--- config.mk ---
export PLATFORM = sky130hd
export DESIGN_NAME = color_zone_detector_flat
export DESIGN_NICKNAME = d
export VERILOG_FILES = /design/src/rtl/color_zone_pkg.sv /design/src/rtl/color_zone_detector_if.sv /design/src/rtl/pixel_color_classifier.sv /design/src/rtl/color_zone_detector.sv /design/src/flat_wrapper.sv
export SDC_FILE = /design/constraint.sdc
export NUM_CORES = 1
export LEC_CHECK = 0
export CORE_MARGIN = 1
export CORE_UTILIZATION = 50
export DETAILED_ROUTE_END_ITERATION = 12
export GPL_TIMING_DRIVEN = 0
export MAX_ROUTING_LAYER = met4
export PLACE_DENSITY = 0.76
export REMOVE_ABC_BUFFERS = 1
export SYNTH_ARGS = -nofsm -noshare
export SYNTH_HDL_FRONTEND = slang
export SYNTH_SLANG_ARGS = --single-unit
--- constraint.sdc ---
create_clock -name clk -period 3.4 [get_ports clk]
set_input_delay 0.68 -clock clk [delete_from_list [all_inputs] [get_ports clk]]
set_output_delay 0.68 -clock clk [all_outputs]
set_load 0.05 [all_outputs]
--- src/rtl/color_zone_pkg.sv ---
// Shared types and geometry for the colour-zone detector: active frame
// size, zone width, zone identifiers, FSM states and counter width.
package color_zone_pkg;

    localparam int H_ACTIVE  = 640;
    localparam int V_ACTIVE  = 480;
    localparam int ZONE_W    = 160;
    localparam int NUM_ZONES = 4;
    localparam int CNT_W     = 17;

    typedef enum logic [2:0] {
        Z_RED    = 3'd0,
        Z_GREEN  = 3'd1,
        Z_BLUE   = 3'd2,
        Z_YELLOW = 3'd3,
        Z_NONE   = 3'd4
    } zone_e;

    typedef enum logic [1:0] {
        S_IDLE  = 2'd0,
        S_ACCUM = 2'd1,
        S_EVAL  = 2'd2
    } state_e;

    // Flag vector {yellow, blue, green, red}; NONE gives all zeros.
    function automatic logic [NUM_ZONES-1:0] zone_onehot(input zone_e z);
        logic [NUM_ZONES-1:0] oh;
        oh = '0;
        case (z)
            Z_RED:    oh = 4'b0001;
            Z_GREEN:  oh = 4'b0010;
            Z_BLUE:   oh = 4'b0100;
            Z_YELLOW: oh = 4'b1000;
            default:  oh = 4'b0000;
        endcase
        return oh;
    endfunction

endpackage

--- src/rtl/color_zone_detector_if.sv ---
// Camera pixel stream bundle: qualifier, raster position and colour.
// The camera side drives it (master); the detector only listens (slave).
interface color_zone_detector_if;

    logic       pix_valid;
    logic [9:0] x_pos;
    logic [9:0] y_pos;
    logic [7:0] R;
    logic [7:0] G;
    logic [7:0] B;

    modport master (output pix_valid, x_pos, y_pos, R, G, B);
    modport slave  (input  pix_valid, x_pos, y_pos, R, G, B);

endinterface

--- src/rtl/pixel_color_classifier.sv ---
// Stage 1 of the detector: decodes which zone a pixel falls in, checks it
// against that zone's colour and flags the first/last pixel of a frame.
module pixel_color_classifier
    import color_zone_pkg::*;
#(
    parameter logic [7:0] HI_THRESH = 8'd192,
    parameter logic [7:0] LO_THRESH = 8'd64
) (
    input  logic       clk,
    input  logic       reset,
    input  logic       pix_valid,
    input  logic [9:0] x_pos,
    input  logic [9:0] y_pos,
    input  logic [7:0] r,
    input  logic [7:0] g,
    input  logic [7:0] b,
    output logic [1:0] zone,
    output logic       match,
    output logic       first,
    output logic       last
);

    localparam logic [9:0] X_LIM  = 10'(H_ACTIVE);
    localparam logic [9:0] Y_LIM  = 10'(V_ACTIVE);
    localparam logic [9:0] X_Z1   = 10'(ZONE_W);
    localparam logic [9:0] X_Z2   = 10'(2 * ZONE_W);
    localparam logic [9:0] X_Z3   = 10'(3 * ZONE_W);
    localparam logic [9:0] X_LAST = 10'(H_ACTIVE - 1);
    localparam logic [9:0] Y_LAST = 10'(V_ACTIVE - 1);

    logic       r_hi, r_lo, g_hi, g_lo, b_hi, b_lo;
    logic       in_active, colour_ok;
    logic [1:0] zone_d, zone_q;
    logic       match_d, match_q;
    logic       first_d, first_q;
    logic       last_d, last_q;

    // Zone decode plus colour test; off-screen pixels never match or mark frame edges
    always_comb begin
        r_hi      = (r >= HI_THRESH);
        r_lo      = (r < LO_THRESH);
        g_hi      = (g >= HI_THRESH);
        g_lo      = (g < LO_THRESH);
        b_hi      = (b >= HI_THRESH);
        b_lo      = (b < LO_THRESH);
        in_active = (x_pos < X_LIM) && (y_pos < Y_LIM);
        colour_ok = 1'b0;
        if (x_pos < X_Z1) begin
            zone_d = 2'd0;
        end else if (x_pos < X_Z2) begin
            zone_d = 2'd1;
        end else if (x_pos < X_Z3) begin
            zone_d = 2'd2;
        end else begin
            zone_d = 2'd3;
        end
        case (zone_d)
            2'd0:    colour_ok = r_hi && g_lo && b_lo;
            2'd1:    colour_ok = g_hi && r_lo && b_lo;
            2'd2:    colour_ok = b_hi && r_lo && g_lo;
            default: colour_ok = r_hi && g_hi && b_lo;
        endcase
        match_d = pix_valid && in_active && colour_ok;
        first_d = pix_valid && (x_pos == 10'd0) && (y_pos == 10'd0);
        last_d  = pix_valid && (x_pos == X_LAST) && (y_pos == Y_LAST);
    end

    // Stage-1 pipeline register
    always_ff @(posedge clk) begin
        if (reset) begin
            zone_q  <= 2'd0;
            match_q <= 1'b0;
            first_q <= 1'b0;
            last_q  <= 1'b0;
        end else begin
            zone_q  <= zone_d;
            match_q <= match_d;
            first_q <= first_d;
            last_q  <= last_d;
        end
    end

    assign zone  = zone_q;
    assign match = match_q;
    assign first = first_q;
    assign last  = last_q;

endmodule

--- src/rtl/color_zone_detector.sv ---
// Per-frame colour-zone detector: counts matching pixels per zone, picks a
// candidate zone at frame end, debounces it over frames and drives the flags.
module color_zone_detector
    import color_zone_pkg::*;
#(
    parameter logic [7:0]       HI_THRESH     = 8'd192,
    parameter logic [7:0]       LO_THRESH     = 8'd64,
    parameter logic [CNT_W-1:0] COUNT_THRESH  = 17'd4000,
    parameter int               STABLE_FRAMES = 2
) (
    input  logic                 clk,
    input  logic                 reset,
    color_zone_detector_if.slave pix_if,
    output logic                 red_flag,
    output logic                 green_flag,
    output logic                 blue_flag,
    output logic                 yellow_flag,
    output logic                 flags_valid
);

    localparam logic [7:0]       STABLE_LIM = 8'(STABLE_FRAMES);
    localparam logic [CNT_W-1:0] CNT_MAX    = '1;

    logic [1:0] s1_zone;
    logic       s1_match, s1_first, s1_last;

    logic [NUM_ZONES-1:0][CNT_W-1:0] cnt_d, cnt_q;
    logic [NUM_ZONES-1:0]            hit;
    logic                            restart;
    state_e                          state_d, state_q;
    zone_e                           new_cand, cand_d, cand_q;
    logic [7:0]                      stable_d, stable_q;
    logic [NUM_ZONES-1:0]            flags_d, flags_q;
    logic                            flags_valid_d, flags_valid_q;

    pixel_color_classifier #(
        .HI_THRESH (HI_THRESH),
        .LO_THRESH (LO_THRESH)
    ) u_classifier (
        .clk       (clk),
        .reset     (reset),
        .pix_valid (pix_if.pix_valid),
        .x_pos     (pix_if.x_pos),
        .y_pos     (pix_if.y_pos),
        .r         (pix_if.R),
        .g         (pix_if.G),
        .b         (pix_if.B),
        .zone      (s1_zone),
        .match     (s1_match),
        .first     (s1_first),
        .last      (s1_last)
    );

    // Zone counters: restart at frame start or evaluation (keeping a matching stage-1 pixel), else count and saturate
    always_comb begin
        restart = (state_q == S_EVAL) || s1_first;
        for (int i = 0; i < NUM_ZONES; i++) begin
            hit[i]   = s1_match && (s1_zone == 2'(i));
            cnt_d[i] = cnt_q[i];
            if (restart) begin
                cnt_d[i] = {{(CNT_W-1){1'b0}}, hit[i]};
            end else if ((state_q == S_ACCUM) && hit[i] && (cnt_q[i] != CNT_MAX)) begin
                cnt_d[i] = cnt_q[i] + 1'b1;
            end
        end
    end

    // Candidate zone: lowest-numbered zone over threshold wins
    always_comb begin
        new_cand = Z_NONE;
        if (cnt_q[0] >= COUNT_THRESH) begin
            new_cand = Z_RED;
        end else if (cnt_q[1] >= COUNT_THRESH) begin
            new_cand = Z_GREEN;
        end else if (cnt_q[2] >= COUNT_THRESH) begin
            new_cand = Z_BLUE;
        end else if (cnt_q[3] >= COUNT_THRESH) begin
            new_cand = Z_YELLOW;
        end
    end

    // Frame FSM with the debounce and flag update done in the single EVAL cycle
    always_comb begin
        state_d       = state_q;
        cand_d        = cand_q;
        stable_d      = stable_q;
        flags_d       = flags_q;
        flags_valid_d = 1'b0;
        case (state_q)
            S_IDLE: begin
                if (s1_first) state_d = S_ACCUM;
            end
            S_ACCUM: begin
                if (s1_last) state_d = S_EVAL;
            end
            S_EVAL: begin
                state_d = S_ACCUM;
                cand_d  = new_cand;
                if (new_cand == cand_q) begin
                    stable_d = (stable_q >= STABLE_LIM) ? STABLE_LIM : stable_q + 8'd1;
                end else begin
                    stable_d = 8'd1;
                end
                if (stable_d == STABLE_LIM) flags_d = zone_onehot(new_cand);
                flags_valid_d = 1'b1;
            end
            default: state_d = S_IDLE;
        endcase
    end

    // State, counter and output registers
    always_ff @(posedge clk) begin
        if (reset) begin
            state_q       <= S_IDLE;
            cnt_q         <= '0;
            cand_q        <= Z_NONE;
            stable_q      <= 8'd0;
            flags_q       <= '0;
            flags_valid_q <= 1'b0;
        end else begin
            state_q       <= state_d;
            cnt_q         <= cnt_d;
            cand_q        <= cand_d;
            stable_q      <= stable_d;
            flags_q       <= flags_d;
            flags_valid_q <= flags_valid_d;
        end
    end

    assign red_flag    = flags_q[0];
    assign green_flag  = flags_q[1];
    assign blue_flag   = flags_q[2];
    assign yellow_flag = flags_q[3];
    assign flags_valid = flags_valid_q;

endmodule

--- src/flat_wrapper.sv ---
// flat-port wrapper written by rule: the top's interface ports become plain ports
module color_zone_detector_flat import color_zone_pkg::*;
#(
    parameter logic [7:0]       HI_THRESH     = 8'd192,
    parameter logic [7:0]       LO_THRESH     = 8'd64,
    parameter logic [CNT_W-1:0] COUNT_THRESH  = 17'd4000,
    parameter int               STABLE_FRAMES = 2
)
  (clk, reset, red_flag, green_flag, blue_flag, yellow_flag, flags_valid, pix_if_pix_valid, pix_if_x_pos, pix_if_y_pos, pix_if_R, pix_if_G, pix_if_B);
  color_zone_detector_if pix_if_i ();
  input  logic clk;
  input  logic reset;
  output logic red_flag;
  output logic green_flag;
  output logic blue_flag;
  output logic yellow_flag;
  output logic flags_valid;
  input wire logic [$bits(pix_if_i.pix_valid)-1:0] pix_if_pix_valid;
  input wire logic [$bits(pix_if_i.x_pos)-1:0] pix_if_x_pos;
  input wire logic [$bits(pix_if_i.y_pos)-1:0] pix_if_y_pos;
  input wire logic [$bits(pix_if_i.R)-1:0] pix_if_R;
  input wire logic [$bits(pix_if_i.G)-1:0] pix_if_G;
  input wire logic [$bits(pix_if_i.B)-1:0] pix_if_B;
  assign pix_if_i.pix_valid = pix_if_pix_valid;
  assign pix_if_i.x_pos = pix_if_x_pos;
  assign pix_if_i.y_pos = pix_if_y_pos;
  assign pix_if_i.R = pix_if_R;
  assign pix_if_i.G = pix_if_G;
  assign pix_if_i.B = pix_if_B;
  color_zone_detector #(.HI_THRESH(HI_THRESH), .LO_THRESH(LO_THRESH), .COUNT_THRESH(COUNT_THRESH), .STABLE_FRAMES(STABLE_FRAMES)) u_core (.clk(clk), .reset(reset), .pix_if(pix_if_i), .red_flag(red_flag), .green_flag(green_flag), .blue_flag(blue_flag), .yellow_flag(yellow_flag), .flags_valid(flags_valid));
endmodule
==> summary.md, run 1 <==
| Metric | Value |
|---|---|
| EDFF count, synth | `0` |
| Share of cells above drive strength 1 | `0.05546` |
| RSZ-0062 raised after global routing | `no` |
| Count leader, synth | `dfxtp_1` |
| Final net count | `616` |
| Max Cap Viol | `0` |
| Skew-Pair Late Insertion Delay | `0.36 ns` |
| Crit Reg-Reg Endpoint | `u_core.cnt_q[43]$_SDFFE_PP0P_` |
| First-pass GRT wire length | `14.18 mm` |
| Die area | `9254 µm²` |
| Yosys warns | `0` |
| Row count | `34` |
| Largest net degree at the start of global routing | `40` |
| H-tree Lvls | `3` |
| Worst setup path startpoint | `u_core.cnt_q[41]$_SDFFE_PP0P_` |
| HPWL Detailed | `6.093 mm` |
| Worst Tran Pin Value | `1.038 ns` |
| Register area share after synthesis | `0.4106` |
| RD Place Congestion | `0.7762` |
| Crit path DAT | `3.17 ns` |
| TritonCTS clock tree | `yes` |
| Hold Path Stages | `1` |
| R2r startpoint | `u_core.cnt_q[41]$_SDFFE_PP0P_` |
| Post-synthesis cell count | `527` |
| Clock-pin slew on the worst setup and hold paths | `0.09 ns` |
| Hold Path Class | `reg -> reg` |
| Slew Limit Fails | `0` |
| CP Class | `reg -> reg` |
| # hold bufs at CTS | `0` |
| Antenna-violating nets left | `0` |
| Peak supply drop | `198.0 µV` |
| Synth Area in Simple Gates | `0.3001` |
| Root buf cell | `clkbuf_8` |
| Ports | `52` |
| Crit path time final | `2.881 ns` |
| Wire per inst | `12.85 µm` |
| Avg Cell Area, Syn | `8.419 µm²` |
| Yosys top cell by area | `dfxtp_1` |
| Setup TNS | `0 ns` |
| Setup violators final | `0` |
| Synth cell types | `51` |
| Final hold viol count | `0` |
| Via density | `5.555` |
| Status | `complete, no violations` |
| Top cells by count, synth | `dfxtp_1, nor2_1, nand2_1, xor2_1, a21oi_1` |
| Setup slack, reg-to-reg | `0.52 ns` |
| WL final | `8.571 mm` |
| Drt first pass iters | `5` |
| Hold_sp | `u_core.stable_q[7]$_SDFFE_PP0P_` |
| Main flop type after synthesis | `dfxtp_1` |
| P_leak | `1.763 nW` |
| Post-Syn Area | `4437 µm²` |
| Fillers | `767` |
| Total power | `2.087 mW` |
| Pwr dens | `407.7 nW/µm²` |
| Crit-path max FO | `7` |
| Fin crit share | `0.8472` |
| Initial core utilization | `0.5138` |
| Initial antenna violation count | `0` |
| Crit start category | `flip-flop` |
| Clock sink total | `91` |
| Chip height | `96.20 µm` |
| Slew Limit Headroom | `0.3061` |
| Core box area | `8636 µm²` |
| Clock skew | `0.008746 ns` |
| CP Capture Type | `flip-flop` |
| Synth top area share | `0.4106` |
| Vias in the first global route | `3237` |
| Area of the multi-input gates | `2494 µm²` |
| Remaining DRCs | `0` |
| P&R area growth vs syn | `15.40%` |
| Die Width | `96.20 µm` |
| Mux cell area share after synthesis | `0.02369` |
| GR Overflow Total | `0` |
| Antenna fix cells | `0` |
| Main combinational cell family by area after synthesis | `simple AND/OR/NAND/NOR gates` |
| Total CTS buffers | `9` |
| Synth Area in Compound Gates | `0.1097` |
| Setup Fix Bufs, Post-CTS | `0` |
| Max Freq | `347.2 MHz` |
| FF-to-FF path depth | `11` |
| DR iter-0 viols | `176` |
| FF+latch count, synth | `91` |
| Hold EP | `u_core.stable_q[7]$_SDFFE_PP0P_` |
| Clock Path Buffers | `2` |
| Xor/xnor share of the synthesized area | `0.08883` |
| Post-synthesis adder-cell area fraction | `0.03948` |
| Via count | `3705` |
| Total GRT Usage | `0.2023` |
| CP required | `3.69 ns` |
| Asr flop ratio synth | `0` |
| Reg area | `1822 µm²` |
| Post-CTS sizing | `0` |
| Ranking of synthesized cells by area | `dfxtp_1, xor2_1, nor2_1` |
| IO buf count | `33` |
-- logic make-up (layout without fill, tap and decap cells) --
| logic type | count (synthesis) | after routing |
|---|---|---|
| xor+xnor | 45 | 45 |
| mux | 10 | 10 |
| compound gates | 75 | 75 |
| fa+ha+maj | 14 | 14 |
| buf+inv | 32 | 64 |
| simple gates | 260 | 260 |
| flops | 91 | 91 |
-- report_power, final --
| group | internal [mW] | leakage [nW] | total (mW) | switching (mW) |
|---|---|---|---|---|
| registers | 1.07 | 0.733 | 1.07 | 0.00218 |
| clock network | 0.578 | 0.132 | 0.946 | 0.368 |
| logic | 0.0375 | 0.897 | 0.0730 | 0.0355 |
| total | 1.68 | 1.76 | 2.09 | 0.406 |
-- worst max path at each step --
| stage | endpoint | slack (ns) | cells after the start |
|---|---|---|---|
| finish | u_core.cnt_q[43]$_SDFFE_PP0P_ | 0.52 | 11 |
| global route | u_core.cnt_q[43]$_SDFFE_PP0P_ | 0.34 | 11 |
| CTS | u_core.cnt_q[43]$_SDFFE_PP0P_ | 0.54 | 11 |
| detailed placement | u_core.cnt_q[43]$_SDFFE_PP0P_ | 0.28 | 4 |
| global placement | u_core.cnt_q[26]$_SDFFE_PP0P_ | -0.49 | 3 |
| floorplan | u_core.cnt_q[43]$_SDFFE_PP0P_ | 0.95 | 11 |
-- worst max-delay path: stages (launching register included) --
cell     delay, ns
dfxtp_1       0.36
nand3_1       0.17
nor3_1        0.11
and3_1        0.22
nand2_1       0.07
nor3_1        0.05
ha_1          0.19
nor3_2        0.45
nor4b_2       0.54
nand2_1       0.18
or3_1         0.33
a21oi_1       0.15
-- flip-flops by register name, summed over array words and instances, names as in the netlist --
name	count
u_core.cnt_q	68
u_core.cand_q	3
u_core.flags_valid	1
u_core.flags_q	4
u_core.u_classifier.match	1
u_core.state_q	2
u_core.u_classifier.zone	2
u_core.stable_q	8
u_core.u_classifier.last	1
u_core.u_classifier.first	1
-- cell type report --
cell class                      count  share of cell area
Clock inverter                      5             0.02444
Inverter                           15             0.01100
Sequential cell                    91              0.3558
Multi-Input combinational cell    404              0.4870
Timing Repair Buffer               34             0.06843
Tap cell                          108             0.02639
Clock buffer                       10             0.02688
-- through the flow --
step | hold slack [ns] | cells | worst slack (ns) | cell area [µm²] | utilization
2_1_floorplan | 0.4205 | 510 | 0.9531 | 4370 | -
3_3_place_gp | 0.4349 | 651 | -0.4898 | 4836 | 0.5600
3_5_place_dp | 0.4416 | 652 | 0.2772 | 4857 | 0.5624
4_1_cts | 0.4663 | 667 | 0.5416 | 5120 | 0.5929
5_1_grt | 0.4817 | 667 | 0.3364 | 5120 | 0.5929
6_report | 0.4604 | 667 | 0.5194 | 5120 | 0.5929
-- layout by cell type (no fill, tap or decap), types with 2 or more instances in the layout --
master / n
nor2_1: 82
o211ai_2: 2
nand2b_1: 2
and2_1: 5
a31oi_1: 2
or2_1: 2
nand2_1: 48
a21oi_1: 27
dfxtp_1: 91
xnor2_1: 9
and3_1: 9
nor2b_1: 8
clkdlybuf4s50_1: 33
a32oi_1: 2
nor3b_1: 4
nand3_1: 20
a311oi_1: 2
ha_1: 14
or4_1: 4
mux2_2: 4
and4_1: 3
or3b_1: 2
o211ai_1: 4
clkbuf_8: 10
inv_1: 15
a211oi_1: 3
nor4_1: 7
xor2_1: 36
nor3_2: 2
bufinv_16: 4
o21ai_0: 23
nand4_1: 18
o211a_1: 3
or3_1: 21
nor3_1: 14
mux2i_1: 6
-- routing by layer --
metal  routed length (µm)  track usage  part of all wire
met1                 4122       0.2428              0.48
met5                    0            -                 0
met4                  129      0.08333             0.015
met2                 4069       0.3339              0.47
met3                  249      0.03633             0.029
Power figures use the tool's default switching activity.
==> run 2, diff against run 1 <==
Clock period 3.4 ns to 3 ns, I/O delays scaled along.
==> run 2 against run 1 <==
Effect of this change: fmax up 4.6%; sequential power up 13%; clock power up 13%; register-to-register slack worse by 0.27 ns; worst hold slack about the same; non-clock buffer count unchanged; setup slack worse by 0.27 ns; largest power group unchanged.
==> summary.md, run 2 (same netlist as run 1, synthesis figures left out) <==
| Metric | Value |
|---|---|
| TritonCTS clock tree | `yes` |
| Slew Limit Headroom | `0.3073 (+0.001250)` |
| Clock sink total | `91 (unchanged)` |
| GR Overflow Total | `0 (unchanged)` |
| Total GRT Usage | `0.2023 (unchanged)` |
| Total CTS buffers | `9 (unchanged)` |
| Initial antenna violation count | `0 (unchanged)` |
| Clock share of power | `0.453 (about the same)` |
| Biggest regs | `u_core.cnt_q: 68 flops, u_core.stable_q: 8 flops, u_core.flags_q: 4 flops` |
| Clock Path Buffers | `2 (unchanged)` |
| Crit start category | `flip-flop` |
| Antenna fix cells | `0 (unchanged)` |
| Largest Register | `u_core.cnt_q` |
| Worst path buffer plus inverter count | `0 (unchanged)` |
| Die area | `9254 µm² (unchanged)` |
| First-pass GRT wire length | `14.18 mm (unchanged)` |
| RSZ-0062 raised after global routing | `no` |
| Critical Path Slowest Stage Cell | `nor3_2` |
| Crit-path max FO | `7 (unchanged)` |
| Die Width | `96.20 µm (unchanged)` |
| DR iter-0 viols | `195 (+11%)` |
| Drt first pass iters | `4 (-1)` |
| Ports | `52 (unchanged)` |
| Setup violators final | `0 (unchanged)` |
| HPWL Detailed | `6.093 mm (unchanged)` |
| Max Freq | `363.2 MHz (+4.6%)` |
| Setup ws final | `0.2470 ns (-0.2724 ns)` |
| WL final | `8.521 mm (-0.58%)` |
| Final hold viol count | `0 (unchanged)` |
| Worst path max stage delay | `0.48 ns (-0.06 ns)` |
| Crit path DAT | `3.04 ns (-0.13 ns)` |
| Share of cells above drive strength 1 | `0.05546 (unchanged)` |
| Worst slack at placement | `-0.04275 ns (-0.3200 ns)` |
| Combinational share of power | `0.035 (about the same)` |
| Critical path, cell by cell | `nand3_1, nor3_1, and3_1, nand2_1, nor3_1, ha_1, nor3_2, nor4b_4, nand2_1, or3_1, a21oi_1` |
| P_leak | `1.783 nW (+1.1%)` |
| Core box area | `8636 µm² (unchanged)` |
| Via count | `3707 (+0.054%)` |
| CP Capture Type | `flip-flop` |
| # hold bufs at CTS | `0 (unchanged)` |
| Peak supply drop | `222.0 µV (+12%)` |
| IO buf count | `33 (unchanged)` |
| Fin crit share | `0.9177 (+0.07044)` |
| Vias in the first global route | `3237 (unchanged)` |
| P&R area growth vs syn | `15.60%` |
| Net Switching | `457.8 µW (+13%)` |
| Crit path max-delay family | `simple AND/OR/NAND/NOR gates` |
| CP Class | `reg -> reg` |
| Seq pwr share | `0.512 (about the same)` |
| Row count | `34 (unchanged)` |
| Largest net degree at the start of global routing | `40 (unchanged)` |
| Remaining DRCs | `0 (unchanged)` |
| RD Place Congestion | `0.7762 (unchanged)` |
| Clock skew | `0.01116 ns (+0.002410 ns)` |
| Crit path time final | `2.753 ns (-0.1276 ns)` |
| Chip height | `96.20 µm (unchanged)` |
| Commonest non-fill, non-tap cells in the layout | `dfxtp_1, nor2_1, nand2_1, xor2_1, clkdlybuf4s50_1` |
| Initial core utilization | `0.5138 (unchanged)` |
| Clock-pin slew on the worst setup and hold paths | `0.09 ns (about the same)` |
| Root buf cell | `clkbuf_8` |
| Final net count | `616 (unchanged)` |
| Worst Tran Pin Value | `1.036 ns (-0.001869 ns)` |
| Commonest non-fill, non-tap cell in the layout | `dfxtp_1` |
| Hold Path Class | `reg -> reg` |
| CP required | `3.28 ns (-0.41 ns)` |
| Max reg flops | `68 (unchanged)` |
| H-tree Lvls | `3 (unchanged)` |
| Slew Limit Fails | `0 (unchanged)` |
| Status | `complete, no violations` |
| Core Util, Final | `0.5939 (+0.001014)` |
| Wire per inst | `12.78 µm (-0.58%)` |
| Antenna-violating nets left | `0 (unchanged)` |
| Sw frac | `0.1937 (-0.0008085)` |
| Pwr dens | `460.8 nW/µm² (+13%)` |
| Skew-Pair Late Insertion Delay | `0.36 ns (about the same)` |
| Max Cap Viol | `0 (unchanged)` |
| Cell internal pwr | `1.906 mW (+13%)` |
| Setup slack, reg-to-reg | `0.25 ns (-0.27 ns)` |
| Via density | `5.558 (about the same)` |
run 2: final timing paths:
check                                       start                              end  depth (start not counted)
setup reg to reg    u_core.cnt_q[41]$_SDFFE_PP0P_    u_core.cnt_q[43]$_SDFFE_PP0P_                         11
setup / recovery    u_core.cnt_q[41]$_SDFFE_PP0P_    u_core.cnt_q[43]$_SDFFE_PP0P_                         11
hold / removal    u_core.stable_q[7]$_SDFFE_PP0P_  u_core.stable_q[7]$_SDFFE_PP0P_                          1
hold reg to reg   u_core.stable_q[7]$_SDFFE_PP0P_  u_core.stable_q[7]$_SDFFE_PP0P_                          1
run 2: routing by layer:
metal  track usage  routed length, µm  vias to the layer above
li1              -                  -                     1899
met1        0.2428               3994                     1726
met2        0.3339               4085                       73
met3       0.03633                336                        9
met4       0.08333                105                        0
met5             -                  0                        -
run 2: power by group through the flow:
| stage | combinational (mW) | sequential [mW] | clock (mW) |
|---|---|---|---|
| 2_1_floorplan | 0.0220 | 1.24 | 0 |
| 3_3_place_gp | 0.0776 | 1.24 | 0 |
| 3_5_place_dp | 0.0825 | 1.24 | 0 |
| 4_1_cts | 0.0826 | 1.21 | 1.09 |
| 5_1_grt | 0.0900 | 1.21 | 1.14 |
| 6_report | 0.0821 | 1.21 | 1.07 |
run 2: cell type report:
cell class	instances	area, µm²
multi-input cells	404	2502
flip-flops and latches	91	1822
well taps	108	135.1
repair buffers	34	350.3
inverters	15	56.30
clock buffers	10	137.6
clock inverters	5	125.1
fillers	766	3507
run 2: metrics by stage:
step           setup TNS, ns  cells  cell area, µm²  power, mW  hold WS (ns)
3_3_place_gp          -50.42    651            4836      1.317        0.4349
6_report                   0    667            5129      2.363        0.4604
4_1_cts                    0    667            5120      2.387        0.4663
5_1_grt                    0    667            5129      2.441        0.4817
3_5_place_dp         -0.4623    652            4857      1.322        0.4416
2_1_floorplan              0    510            4370      1.261        0.4205
run 2: worst register-to-register path, stage by stage (launching register included):
cell     delay, ns
dfxtp_1       0.36
nand3_1       0.16
nor3_1        0.10
and3_1        0.22
nand2_1       0.08
nor3_1        0.05
ha_1          0.19
nor3_2        0.48
nor4b_4       0.41
nand2_1       0.16
or3_1         0.32
a21oi_1       0.15
run 2: timing repair:
item                       in CTS  in global routing
gates resized for setup         0                  1
setup endpoints to repair       0                  1
setup buffers                   0                  0
